[config.mk]
export PLATFORM = sky130hd
export DESIGN_NAME = serial_adder
export DESIGN_NICKNAME = d
export VERILOG_FILES = /design/src/rtl/serial_adder.sv
export SDC_FILE = /design/constraint.sdc
export NUM_CORES = 1
export LEC_CHECK = 0
export ABC_AREA = 1
export BUFFER_PORTS_ARGS = -buffer_cell sky130_fd_sc_hd__buf_2
export CORE_MARGIN = 4
export CORE_UTILIZATION = 50
export CTS_CLUSTER_DIAMETER = 80
export DETAILED_ROUTE_END_ITERATION = 8
export GPL_TIMING_DRIVEN = 0
export PLACE_DENSITY = 0.73
export SKIP_CTS_REPAIR_TIMING = 1
export SLEW_MARGIN = 10
export SYNTH_ARGS = -nofsm -noshare
export SYNTH_HDL_FRONTEND = slang
export SYNTH_SLANG_ARGS = --single-unit
[constraint.sdc]
create_clock -name clk -period 1.41 [get_ports clk]
set_input_delay 0.3525 -clock clk [delete_from_list [all_inputs] [get_ports clk]]
set_output_delay 0.3525 -clock clk [all_outputs]
set_load 0.03 [all_outputs]
[src/rtl/serial_adder.sv]
// -----------------------------------------------------------------------------
// serial_adder
//
// Bit-serial WIDTH-bit adder. A start pulse in IDLE captures the operands and
// the carry-in. The design then adds one bit per clock, LSB first, through a
// single full-adder stage with a registered carry. After WIDTH clock edges it
// loads the parallel sum and carry-out and raises done for one cycle.
//
// Optional feature: define SERADD_OVF_EN to add the signed-overflow output
// ovf and its supporting carry-into-MSB register c_msb.
//
// Ports:
//   clk    in   1      system clock, rising edge
//   rst_n  in   1      synchronous active-low reset
//   start  in   1      request, sampled only in IDLE
//   a      in   WIDTH  operand A, captured on acceptance
//   b      in   WIDTH  operand B, captured on acceptance
//   cin    in   1      carry-in, captured on acceptance
//   busy   out  1      high while an addition is in progress
//   done   out  1      one-cycle pulse; sum/cout(/ovf) valid from this cycle
//   sum    out  WIDTH  result register, held until the next completion
//   cout   out  1      carry out of bit WIDTH-1
//   ovf    out  1      two's-complement overflow (SERADD_OVF_EN only)
// -----------------------------------------------------------------------------
module serial_adder #(
    parameter int WIDTH = 8
) (
    input  logic             clk,
    input  logic             rst_n,
    input  logic             start,
    input  logic [WIDTH-1:0] a,
    input  logic [WIDTH-1:0] b,
    input  logic             cin,
    output logic             busy,
    output logic             done,
    output logic [WIDTH-1:0] sum,
    output logic             cout
`ifdef SERADD_OVF_EN
    ,
    output logic             ovf
`endif
);

    localparam int CNT_W = (WIDTH > 1) ? $clog2(WIDTH) : 1;
    localparam logic [CNT_W-1:0] LAST_BIT = CNT_W'(WIDTH - 1);

    typedef enum logic {
        IDLE = 1'b0,
        RUN  = 1'b1
    } state_t;

    state_t           state;
    state_t           state_nxt;

    logic [WIDTH-1:0] a_sh;
    logic [WIDTH-1:0] b_sh;
    logic [WIDTH-1:0] acc;
    logic             c;
    logic [CNT_W-1:0] cnt;
`ifdef SERADD_OVF_EN
    logic             c_msb;
`endif

    logic             accept;
    logic             last;
    logic             s;
    logic             c_nxt;

    // One full-adder cell: returns {carry, sum}.
    function automatic logic [1:0] full_add(input logic x, input logic y, input logic ci);
        logic fa_s;
        logic fa_c;
        fa_s = x ^ y ^ ci;
        fa_c = (x & y) | (x & ci) | (y & ci);
        return {fa_c, fa_s};
    endfunction

    assign {c_nxt, s} = full_add(a_sh[0], b_sh[0], c);

    // State register
    always_ff @(posedge clk) begin
        if (!rst_n) begin
            state <= IDLE;
        end else begin
            state <= state_nxt;
        end
    end

    // Next-state and control decode
    always_comb begin
        state_nxt = state;
        accept    = 1'b0;
        last      = 1'b0;
        busy      = 1'b0;
        case (state)
            IDLE: begin
                if (start) begin
                    accept    = 1'b1;
                    state_nxt = RUN;
                end
            end
            RUN: begin
                busy = 1'b1;
                if (cnt == LAST_BIT) begin
                    last      = 1'b1;
                    state_nxt = IDLE;
                end
            end
            default: state_nxt = IDLE;
        endcase
    end

    // Serial datapath and result registers
    always_ff @(posedge clk) begin
        if (!rst_n) begin
            a_sh  <= '0;
            b_sh  <= '0;
            acc   <= '0;
            c     <= 1'b0;
            cnt   <= '0;
            sum   <= '0;
            cout  <= 1'b0;
            done  <= 1'b0;
`ifdef SERADD_OVF_EN
            c_msb <= 1'b0;
            ovf   <= 1'b0;
`endif
        end else begin
            done <= 1'b0;
            if (accept) begin
                a_sh <= a;
                b_sh <= b;
                c    <= cin;
                cnt  <= '0;
            end else if (state == RUN) begin
                // Sum bits enter at the top, so after WIDTH shifts bit 0 sits at bit 0.
                acc  <= {s, acc[WIDTH-1:1]};
                a_sh <= {1'b0, a_sh[WIDTH-1:1]};
                b_sh <= {1'b0, b_sh[WIDTH-1:1]};
                c    <= c_nxt;
                cnt  <= cnt + CNT_W'(1);
                if (last) begin
                    sum  <= {s, acc[WIDTH-1:1]};
                    cout <= c_nxt;
                    done <= 1'b1;
`ifdef SERADD_OVF_EN
                    // c still holds the carry into the MSB on this edge.
                    c_msb <= c;
                    ovf   <= c ^ c_nxt;
`endif
                end
            end
        end
    end

endmodule

## Word-level counts from Yosys, hierarchy flattened

Cells that the tools add are included.

- Flip-flop bits (word level): 39
- Bits in latches: 0
- Memory bits (writable): 0
- Memory bits (read-only): 0
- Output and inout bits: 11
- Memories kept: 0

- $add $sub $neg: 1
- Multipliers: 0
- Divide/modulo/power cells: 0
- Magnitude comparators: 0
- Eq/ne operators: 1
- Shifts and indexed selects: 0
- Mux-type cells: 14
- Bitwise operators: 10
- Reductions and logical operators: 5

Operator list:

| cell | count |
|---|---|
| 8-bit 2-to-1 mux | 4 |
| 1-bit 2-to-1 mux | 9 |
| 3-bit by 1-bit adder with 3-bit output (second input constant) | 1 |
| 1-bit bitwise AND | 3 |
| 3-bit == test (second input constant) | 1 |
| 1-bit inverter | 3 |
| 3-bit AND reduction | 1 |
| 3-bit OR reduction | 1 |
| 1-bit bitwise OR | 2 |
| 1-bit one-hot mux with 2 select lines | 1 |
| 2-bit AND reduction | 1 |
| 2-bit nonzero test | 1 |
| 2-bit OR reduction | 1 |
| 1-bit bitwise XOR | 2 |

## Logic depth before layout (Yosys ltp)

Gate-level depths: netlist of run 1.

- Depth after elaboration: 5
- Depth in mapped cells: 7

## Worst setup path before layout of run 1

No wires, ideal clock.

- Path kind: flip-flop to flip-flop
- Start point: register state
- End point: register a_sh[0]
- Arrival time: 1.103 ns
- Required time: 1.300 ns
- Path slack: 0.197 ns
- Cell stages (with the launch flop): 7
- Clock period less this slack: 1.213 ns
- Cells stage by stage: dfxtp_1 -> inv_2 -> buf_2 -> nand3_1 -> nand3_1 -> nand2_1 -> inv_1

- Longest elaborated chain between the ends: 2
- Elaborated cells on any way between the ends: 3

RTL lines:

| what | line | RTL |
|---|---|---|
| start: declaration | 52 | `state_t state;` |
| start signal: assignment | 85 | `state <= state_nxt;` |
| 1-bit 2-to-1 mux | 95 | `case (state)` |
| 8-bit 2-to-1 mux or 2-bit nonzero test (tied branches) | - |  |
| end signal: assignment | 138 | `a_sh <= {1'b0, a_sh[WIDTH-1:1]};` |
| end: declaration | 55 | `logic [WIDTH-1:0] a_sh;` |

Parallel ways exist; a longest one is shown, timed or not.
A chain may end at the register's enable or synchronous reset.

## Worst setup path in the final report of run 1

- Start point: register state
- End point: output busy

- Longest elaborated chain between the ends: 1

RTL lines:

| what | line | RTL |
|---|---|---|
| 1-bit 2-to-1 mux | 95 |  |
| end: declaration | 34 | `output logic busy,` |

Every way passes these cells.

==> impl_metrics.env, run 1 <==
export IMPL_run_status="finished clean"
export IMPL_post_drt_wl_per_cell_um=10.42
export IMPL_setup_viol=0
export IMPL_nets=271
export IMPL_drt_wl_total_um=3053
export IMPL_critical_path_n_buffers_inverters=1
export IMPL_synth_seq_area_share_pct=48.52
export IMPL_cts_htree_levels=2
export IMPL_grt_setup_unrepaired="false"
export IMPL_worst_endpoint_arrival_ps=980
export IMPL_insertedDiodeCount=0
export IMPL_layout_worst_path_cycle_share_pct=94.17
export IMPL_drv_cap=0
export IMPL_clock_tree_root_cell="clkbuf_4"
export IMPL_peak_ir_drop_on_the_vdd_network_mv=0.5659
export IMPL_clock_skew_final_ps=10.92
export IMPL_layout_cells_most_common_list="nand2_1, nand3_1, dfxtp_1"
export IMPL_p_per_area_nw_per_um2=1143
export IMPL_grt_overflow=0
export IMPL_post_synth_top_area_cell="dfxtp_1"
export IMPL_place_port_buffers=28
export IMPL_yosys_area_top_type_share_pct=48.52
export IMPL_placer_congestion_estimate=0.7630
export IMPL_pin_count=31
export IMPL_worst_ep_required_time_ps=1060
export IMPL_category_of_the_critical_setup_timing_path="register to output pin"
export IMPL_fmaxAchievable_mhz=753.1
export IMPL_cts_buffers_inserted=5
export IMPL_clock_transition_at_the_registers_of_the_reported_paths_ps=120
export IMPL_ys_seq_elements=38
export IMPL_worstPathCellList="buf_2"
export IMPL_residual_antenna_violating_net_count_after_detailed_routing=0
export IMPL_initial_antenna_violation_count=0
export IMPL_total_number_of_vias=1380
export IMPL_worst_skew_pair_late_latency_ps=350
export IMPL_finalHoldViolations=0
export IMPL_fin_crit_ps=1328
export IMPL_p_leak_nw=0.9781
export IMPL_placementRows=20
export IMPL_end_kind="output pin"
export IMPL_synthesis_instances=213
export IMPL_layout_drive_gt1_share_pct=20.08
export IMPL_slew_headroom_pct=67.81
export IMPL_post_dp_hpwl_um=2190
export IMPL_fillerInstances=306
export IMPL_grt_first_pass_wirelength_um=5409
export IMPL_mapped_cell_area_um2=1568
export IMPL_dieHeight_um=64.00
export IMPL_post_synth_main_area_contributors="dfxtp_1, nand2_1, nand3_1"
export IMPL_first_pass_iters=4
export IMPL_crit_path_max_incr_delay_ps=420
export IMPL_post_route_util_pct=60.91
export IMPL_areaGrowthSynthToFinish_pct=17.64
export IMPL_max_clock_path_buffers=2
export IMPL_grt_total_usage_pct=17.03
export IMPL_slew_violations=0
export IMPL_initial_core_util_pct=51.78
export IMPL_synth_yosys_warnings=0
export IMPL_tritoncts="done"
export IMPL_core_area_um2=3028
export IMPL_finalPower_w=0.002109
export IMPL_critPathSlowestCell="dfxtp_4"
export IMPL_maximum_number_of_pins_on_one_net_before_global_route_repair=13
export IMPL_remaining_drc_errors=0
export IMPL_cts_sink_count=38
export IMPL_die_width_um=64.00
export IMPL_viasPerCell=4.710
export IMPL_crit_fanout=6
export IMPL_synth_fp_nets=236
export IMPL_die_area_um2=4095
export IMPL_layout_cells_most_common="nand2_1"
export IMPL_dr_first_iter_drc_count=61
export IMPL_holdCritPathClass="input port to register"
export IMPL_grt_pass1_vias=1156
export IMPL_top_family_by_delay_on_critical_path="flip-flops"
export IMPL_syn_avg_cell_area_um2=7.360
export IMPL_worst_slew_pin_slew_ps=482.9
export IMPL_netlist_cell_type_count=17
export IMPL_start_kind="register"
[flip-flops by register name, indices dropped and copies added, names as in the netlist]
name and flops:
b_sh 8, state 1, a_sh 8, cout 1
acc 7, done 1, cnt 3, sum 8
c 1
[report_power, final]
part | internal, W | switching [W]
Clock | 0.000367 | 0.000369
Combinational | 0.0000909 | 0.000130
Sequential | 0.00112 | 0.0000301
Total | 0.00158 | 0.000529
[stage by stage]
stage	hold WS, ps	worst slack (ps)	instances	area (um2)	setup TNS, ps
CTS	231.6	-87.71	293	1841	-87.71
detailed placement	434.1	53.71	285	1763	0
finish	243.4	82.14	293	1844	0
global placement	425.3	71.43	285	1763	0
floorplan	413.5	197.0	213	1568	0
global route	232.4	42.68	293	1844	0
[cells in the mapped netlist, drive strengths merged]
cell type   n
a21oi       7
buf         9
clkbuf      3
clkinv      1
dfxtp      38
fa          1
ha          2
inv        20
nand2      69
nand3      40
nor2       12
o21ai      10
xnor2       1
[cell families after synthesis]
kind of cell             share of synthesized area [%]
adder cells (fa/ha/maj)                          2.873
AO/OA/AOI/OAI                                    5.427
XOR/XNOR                                        0.5588
flip-flops                                       48.52
buffers and inverters                            9.816
AND/OR/NAND/NOR                                  32.80
[area by class of cell]
class	count	area [um2]	share of cell area [%]
well taps	44	55.05	2.985
clock buffers	5	37.54	2.035
plain buffers	12	75.07	4.071
clock inverters	3	40.04	2.171
inverters	21	78.83	4.274
multi-input cells	142	653.1	35.41
flip-flops and latches	38	764.5	41.45
repair buffers	28	140.1	7.598
[final timing paths]
kind | slack [ps] | to | from | cells past startpoint
worst max-delay path | 80 | busy | state$_SDFF_PN0_ | 1
worst min-delay path | 240 | b_sh[7]$_SDFFE_PN0P_ | b[7] | 3
worst max register to register | 230 | sum[3]$_SDFFE_PN0P_ | cnt[0]$_SDFFE_PP0P_ | 6
worst min register to register | 450 | sum[0]$_SDFFE_PN0P_ | acc[1]$_SDFFE_PN0P_ | 2
[routing by layer]
layer | vias up | wire length [um] | track usage [%]
met4 | 0 | 52 | 6.739
met2 | 28 | 1374 | 24.39
met1 | 606 | 1461 | 23.52
met5 | - | 0 | 0
li1 | 739 | - | -
met3 | 7 | 164 | 5.448
Note: power is estimated with default switching activity, not from simulation.
==> run 2, diff against run 1 <==
clock period = 1.28 ns   (was 1.41 ns; I/O delays follow)
==> run 2 against run 1 <==
  * Hold slack worse by 32 ps
  * Register-to-register slack worse by 130 ps
  * Count of clock-buffer cells in the layout unchanged
  * Core utilization rose by 0.21 points
  * Clock power up 10%
==> impl_metrics.env, run 2 (synthesis gave the netlist of run 1 again) <==
export IMPL_initial_core_util_pct=51.78
export IMPL_netSwitchingPower_w=0.0005832
export IMPL_grt_total_usage_pct=17.03
export IMPL_r2r_cells=6
export IMPL_share_comb_of_total_power_pct=10.6
export IMPL_clock_transition_at_the_registers_of_the_reported_paths_ps=120
export IMPL_die_width_um=64.00
export IMPL_critPathSlowestCell="dfxtp_4"
export IMPL_start_kind="register"
export IMPL_p_leak_nw=0.9797
export IMPL_top_family_by_delay_on_critical_path="flip-flops"
export IMPL_grt_overflow=0
export IMPL_seqPwrFrac_pct=54.6
export IMPL_insertedDiodeCount=0
export IMPL_finalHoldViolations=0
export IMPL_pin_count=31
export IMPL_worst_r2r_startpoint="cnt[0]$_SDFFE_PP0P_"
export IMPL_setup_tns_final_ps=0
export IMPL_reg2reg_setup_slack_ps=100
export IMPL_clock_skew_final_ps=10.92
export IMPL_worst_ep_required_time_ps=960
export IMPL_placementRows=20
export IMPL_layout_cells_most_common="nand2_1"
export IMPL_max_clock_path_buffers=2
export IMPL_cell_internal_pwr_w=0.001743
export IMPL_viasPerCell=4.703
export IMPL_layout_cells_most_common_list="nand2_1, nand3_1, dfxtp_1"
export IMPL_first_pass_iters=4
export IMPL_grt_first_pass_wirelength_um=5409
export IMPL_worst_endpoint_arrival_ps=920
export IMPL_slew_headroom_pct=67.80
export IMPL_residual_antenna_violating_net_count_after_detailed_routing=0
export IMPL_slew_violations=0
export IMPL_peak_ir_drop_on_the_vdd_network_mv=0.6234
export IMPL_switching_share_pct=25.07
export IMPL_category_of_the_critical_setup_timing_path="register to output pin"
export IMPL_setup_viol=0
export IMPL_whs_endpoint="b_sh[7]$_SDFFE_PN0P_"
export IMPL_layout_drive_gt1_share_pct=20.08
export IMPL_worst_slew_pin_slew_ps=483.0
export IMPL_nets=271
export IMPL_die_area_um2=4095
export IMPL_maximum_number_of_pins_on_one_net_before_global_route_repair=13
export IMPL_drv_cap=0
export IMPL_holdCritPathClass="input port to register"
export IMPL_clockPowerShare_pct=34.8
export IMPL_reg_largest_list="a_sh x8, b_sh x8, sum x8"
export IMPL_hold_path_startpoint="b[7]"
export IMPL_areaGrowthSynthToFinish_pct=18.04
export IMPL_timing_rr_end="sum[3]$_SDFFE_PN0P_"
export IMPL_end_kind="output pin"
export IMPL_core_area_um2=3028
export IMPL_layout_worst_path_cycle_share_pct=96.62
export IMPL_cts_buffers_inserted=5
export IMPL_timing_hold_worst_path_depth=3
export IMPL_post_route_util_pct=61.12
export IMPL_drt_wl_total_um=3055
export IMPL_total_number_of_vias=1378
export IMPL_place_port_buffers=28
export IMPL_worst_skew_pair_late_latency_ps=350
export IMPL_crit_fanout=6
export IMPL_remaining_drc_errors=0
export IMPL_post_drt_wl_per_cell_um=10.43
export IMPL_fmaxAchievable_mhz=808.6
export IMPL_tritoncts="done"
export IMPL_fin_crit_ps=1237
export IMPL_dr_first_iter_drc_count=62
export IMPL_placer_congestion_estimate=0.7630
export IMPL_cts_sink_count=38
export IMPL_worstPathCellList="buf_6"
export IMPL_run_status="finished clean"
export IMPL_cts_htree_levels=2
export IMPL_initial_antenna_violation_count=0
export IMPL_dieHeight_um=64.00
export IMPL_clock_tree_root_cell="clkbuf_4"
export IMPL_post_dp_hpwl_um=2190
export IMPL_finalPower_w=0.002326
export IMPL_grt_setup_unrepaired="false"
export IMPL_grt_pass1_vias=1156
export IMPL_critical_path_n_buffers_inverters=1
export IMPL_crit_path_max_incr_delay_ps=420
export IMPL_p_per_area_nw_per_um2=1257
[run 2: worst max path at each step]
stage | from | endpoint | cells after the start
6_report | state$_SDFF_PN0_ | busy | 1
5_1_grt | cnt[0]$_SDFFE_PP0P_ | sum[4]$_SDFFE_PN0P_ | 5
4_1_cts | state$_SDFF_PN0_ | busy | 1
3_5_place_dp | cnt[0]$_SDFFE_PP0P_ | sum[6]$_SDFFE_PN0P_ | 6
3_3_place_gp | cnt[0]$_SDFFE_PP0P_ | sum[6]$_SDFFE_PN0P_ | 6
2_1_floorplan | state$_SDFF_PN0_ | a_sh[0]$_SDFFE_PN0P_ | 6
[run 2: layer usage]
| metal | track usage (%) | routed length, um | part of all wire, % |
|---|---|---|---|
| met1 | 23.52 | 1464 | 48 |
| met2 | 24.39 | 1373 | 45 |
| met3 | 5.448 | 164 | 5.4 |
| met4 | 6.739 | 52 | 1.7 |
| met5 | 0 | 0 | 0 |
[run 2: worst register-to-register path, delay by kind of cell, from the launching register on]
kind / cells / cell delay, ps
DFF: 1 / 340
buffers and inverters: 1 / 100
adders and majority gates: 2 / 400
and+or+nand+nor: 3 / 260
[run 2: power groups by stage]
stage,clock network (W),registers [W],logic [W]
CTS,0.000822,0.00127,0.000247
global route,0.000884,0.00128,0.000290
finish,0.000810,0.00127,0.000246
floorplan,0,0.00129,0.000172
detailed placement,0,0.00130,0.000245
global placement,0,0.00130,0.000242
[run 2: cell type report]
class	count	area (um2)
fill	305	1177
sequential	38	764.5
multi-input combinational	142	653.1
timing repair buffer	28	146.4
inverter	21	78.83
buffer	12	75.07
tap	44	55.05
clock inverter	3	40.04
clock buffer	5	37.54
[run 2: metrics by stage]
stage | hold slack [ps] | worst slack, ps | std cells | instance area (um2)
final | 210.9 | 43.26 | 293 | 1851
after global routing | 199.9 | 2.458 | 293 | 1851
after CTS | 199.1 | -185.2 | 293 | 1841
after detailed placement | 434.1 | -76.29 | 285 | 1763
after global placement | 425.3 | -58.57 | 285 | 1763
after floorplan | 413.5 | 66.99 | 213 | 1568
==> run 3, diff against run 2 <==
--- a/config.mk
+++ b/config.mk
@@ -8,4 +8,5 @@
 export ABC_AREA = 1
 export BUFFER_PORTS_ARGS = -buffer_cell sky130_fd_sc_hd__buf_2
+export CAP_MARGIN = 10
 export CORE_MARGIN = 4
 export CORE_UTILIZATION = 50
==> constraint.sdc (replaced) <==
create_clock -name clk -period 1.28 [get_ports clk]
set_input_delay 0.32 -clock clk [delete_from_list [all_inputs] [get_ports clk]]
set_output_delay 0.32 -clock clk [all_outputs]
set_load 0.1 [all_outputs]
==> run 3 against run 2 <==
  * The flow now finishes with violations (setup timing)
  * Die area stayed put
  * Power is 6.4% lower
  * Sequential share of layout area is 2.4 points lower
  * Critical path type unchanged
  * Highest routed layer unchanged
==> impl_metrics.env, run 3 (synthesis gave the netlist of run 1 again) <==
export IMPL_clock_skew_final_ps=8.143
export IMPL_slew_violations=0
export IMPL_post_dp_hpwl_um=2210
export IMPL_layout_drive_gt1_share_pct=23.29
export IMPL_category_of_the_critical_setup_timing_path="register to output pin"
export IMPL_top_family_by_delay_on_critical_path="flip-flops"
export IMPL_areaGrowthSynthToFinish_pct=27.21
export IMPL_critical_path_n_buffers_inverters=1
export IMPL_fmaxAchievable_mhz=777.7
export IMPL_postLayoutCellArea_um2=1994
export IMPL_placer_congestion_estimate=0.7589
export IMPL_grt_total_usage_pct=16.88
export IMPL_initial_core_util_pct=51.78
export IMPL_reg_largest_list="a_sh x8, b_sh x8, sum x8"
export IMPL_p_leak_nw=1.001
export IMPL_insertedDiodeCount=0
export IMPL_worst_skew_pair_late_latency_ps=340
export IMPL_finalHoldViolations=0
export IMPL_dpl_instance_area_um2=1767
export IMPL_peak_ir_drop_on_the_vdd_network_mv=0.6326
export IMPL_fin_crit_ps=1286
export IMPL_grt_overflow=0
export IMPL_post_drt_wl_per_cell_um=10.78
export IMPL_cts_sink_count=38
export IMPL_start_kind="register"
export IMPL_remaining_drc_errors=0
export IMPL_setup_viol=1
export IMPL_post_route_util_pct=65.87
export IMPL_max_clock_path_buffers=2
export IMPL_placementRows=20
export IMPL_core_area_um2=3028
export IMPL_place_port_buffers=28
export IMPL_crit_path_max_incr_delay_ps=430
export IMPL_worst_ep_required_time_ps=960
export IMPL_worst_slew_pin_slew_ps=442.6
export IMPL_die_area_um2=4095
export IMPL_clock_transition_at_the_registers_of_the_reported_paths_ps=110
export IMPL_grt_setup_unrepaired="true"
export IMPL_die_width_um=64.00
export IMPL_crit_fanout=6
export IMPL_layout_cells_most_common="nand2_1"
export IMPL_nets=271
export IMPL_first_pass_iters=4
export IMPL_cts_htree_levels=2
export IMPL_grt_first_pass_wirelength_um=5388
export IMPL_failed_checks="setup timing"
export IMPL_finalWorstSetupSlack_ps=-5.810
export IMPL_pin_count=31
export IMPL_fillerInstances=271
export IMPL_dr_first_iter_drc_count=74
export IMPL_place_ws_ps=-79.30
export IMPL_drv_cap=0
export IMPL_run_status="finished, violations left"
export IMPL_worstPathCellList="buf_12"
export IMPL_worst_endpoint_arrival_ps=970
export IMPL_maximum_number_of_pins_on_one_net_before_global_route_repair=12
export IMPL_grt_pass1_vias=1216
export IMPL_total_number_of_vias=1402
export IMPL_clock_tree_root_cell="clkbuf_4"
export IMPL_critPathSlowestCell="dfxtp_4"
export IMPL_holdCritPathClass="input port to register"
export IMPL_layout_worst_path_cycle_share_pct=100.5
export IMPL_regArea_um2=775.7
export IMPL_cts_buffers_inserted=5
export IMPL_multiInputGateArea_um2=653.1
export IMPL_tritoncts="done"
export IMPL_residual_antenna_violating_net_count_after_detailed_routing=0
export IMPL_reg2reg_setup_slack_ps=80
export IMPL_finalPower_w=0.002177
export IMPL_drt_wl_total_um=3160
export IMPL_end_kind="output pin"
export IMPL_p_per_area_nw_per_um2=1091
export IMPL_initial_antenna_violation_count=0
export IMPL_viasPerCell=4.785
export IMPL_layout_cells_most_common_list="nand2_1, nand3_1, dfxtp_1"
export IMPL_slew_headroom_pct=70.49
export IMPL_dieHeight_um=64.00
-- run 3: per-layer routing --
metal  wire length (um)  up-vias  GRT usage (%)  part of all wire [%]
met5                  0        -              0                     0
met2               1499       29          25.81                    47
met1               1439      627          21.12                    46
met3                176        5          6.151                   5.6
li1                   -      741              -                     -
met4                 44        0          7.547                   1.4
-- run 3: per-stage QoR --
| step | setup TNS, ps | std cells | hold WS [ps] |
|---|---|---|---|
| final | -5.810 | 293 | 209.6 |
| after detailed placement | -469.8 | 285 | 444.1 |
| after floorplan | 0 | 213 | 413.5 |
| after global routing | -58.06 | 293 | 206.1 |
| after global placement | -408.4 | 285 | 429.9 |
| after CTS | -2413 | 293 | 196.5 |
-- run 3: worst reg2reg max path: stages, from the launching register on --
cell and delay [ps]:
dfxtp_1 340, ha_1 200, ha_1 200, nand3_1 140, inv_2 100, nand2_1 70
nand2_1 50
-- run 3: final cells by class --
type	instances	share of cell area, %
flip-flops and latches	38	38.90
multi-input cells	142	32.75
repair buffers	28	14.87
inverters	21	3.952
plain buffers	12	3.764
clock buffers	7	2.760
well taps	44	2.760
clock inverters	1	0.2509
-- run 3: worst paths after layout --
check	start	to	depth (start not counted)
setup / recovery	state$_SDFF_PN0_	busy	1
hold / removal	a[7]	a_sh[7]$_SDFFE_PN0P_	3
setup reg to reg	cnt[0]$_SDFFE_PP0P_	sum[1]$_SDFFE_PN0P_	6
hold reg to reg	acc[1]$_SDFFE_PN0P_	sum[0]$_SDFFE_PN0P_	2
-- run 3: power by group --
part,switching [W],internal [W],leakage [nW],total (W)
Sequential,0.0000350,0.00123,0.316,0.00127
Clock,0.000380,0.000266,0.0353,0.000646
Combinational,0.000154,0.000107,0.650,0.000260
Total,0.000569,0.00161,1.00,0.00218
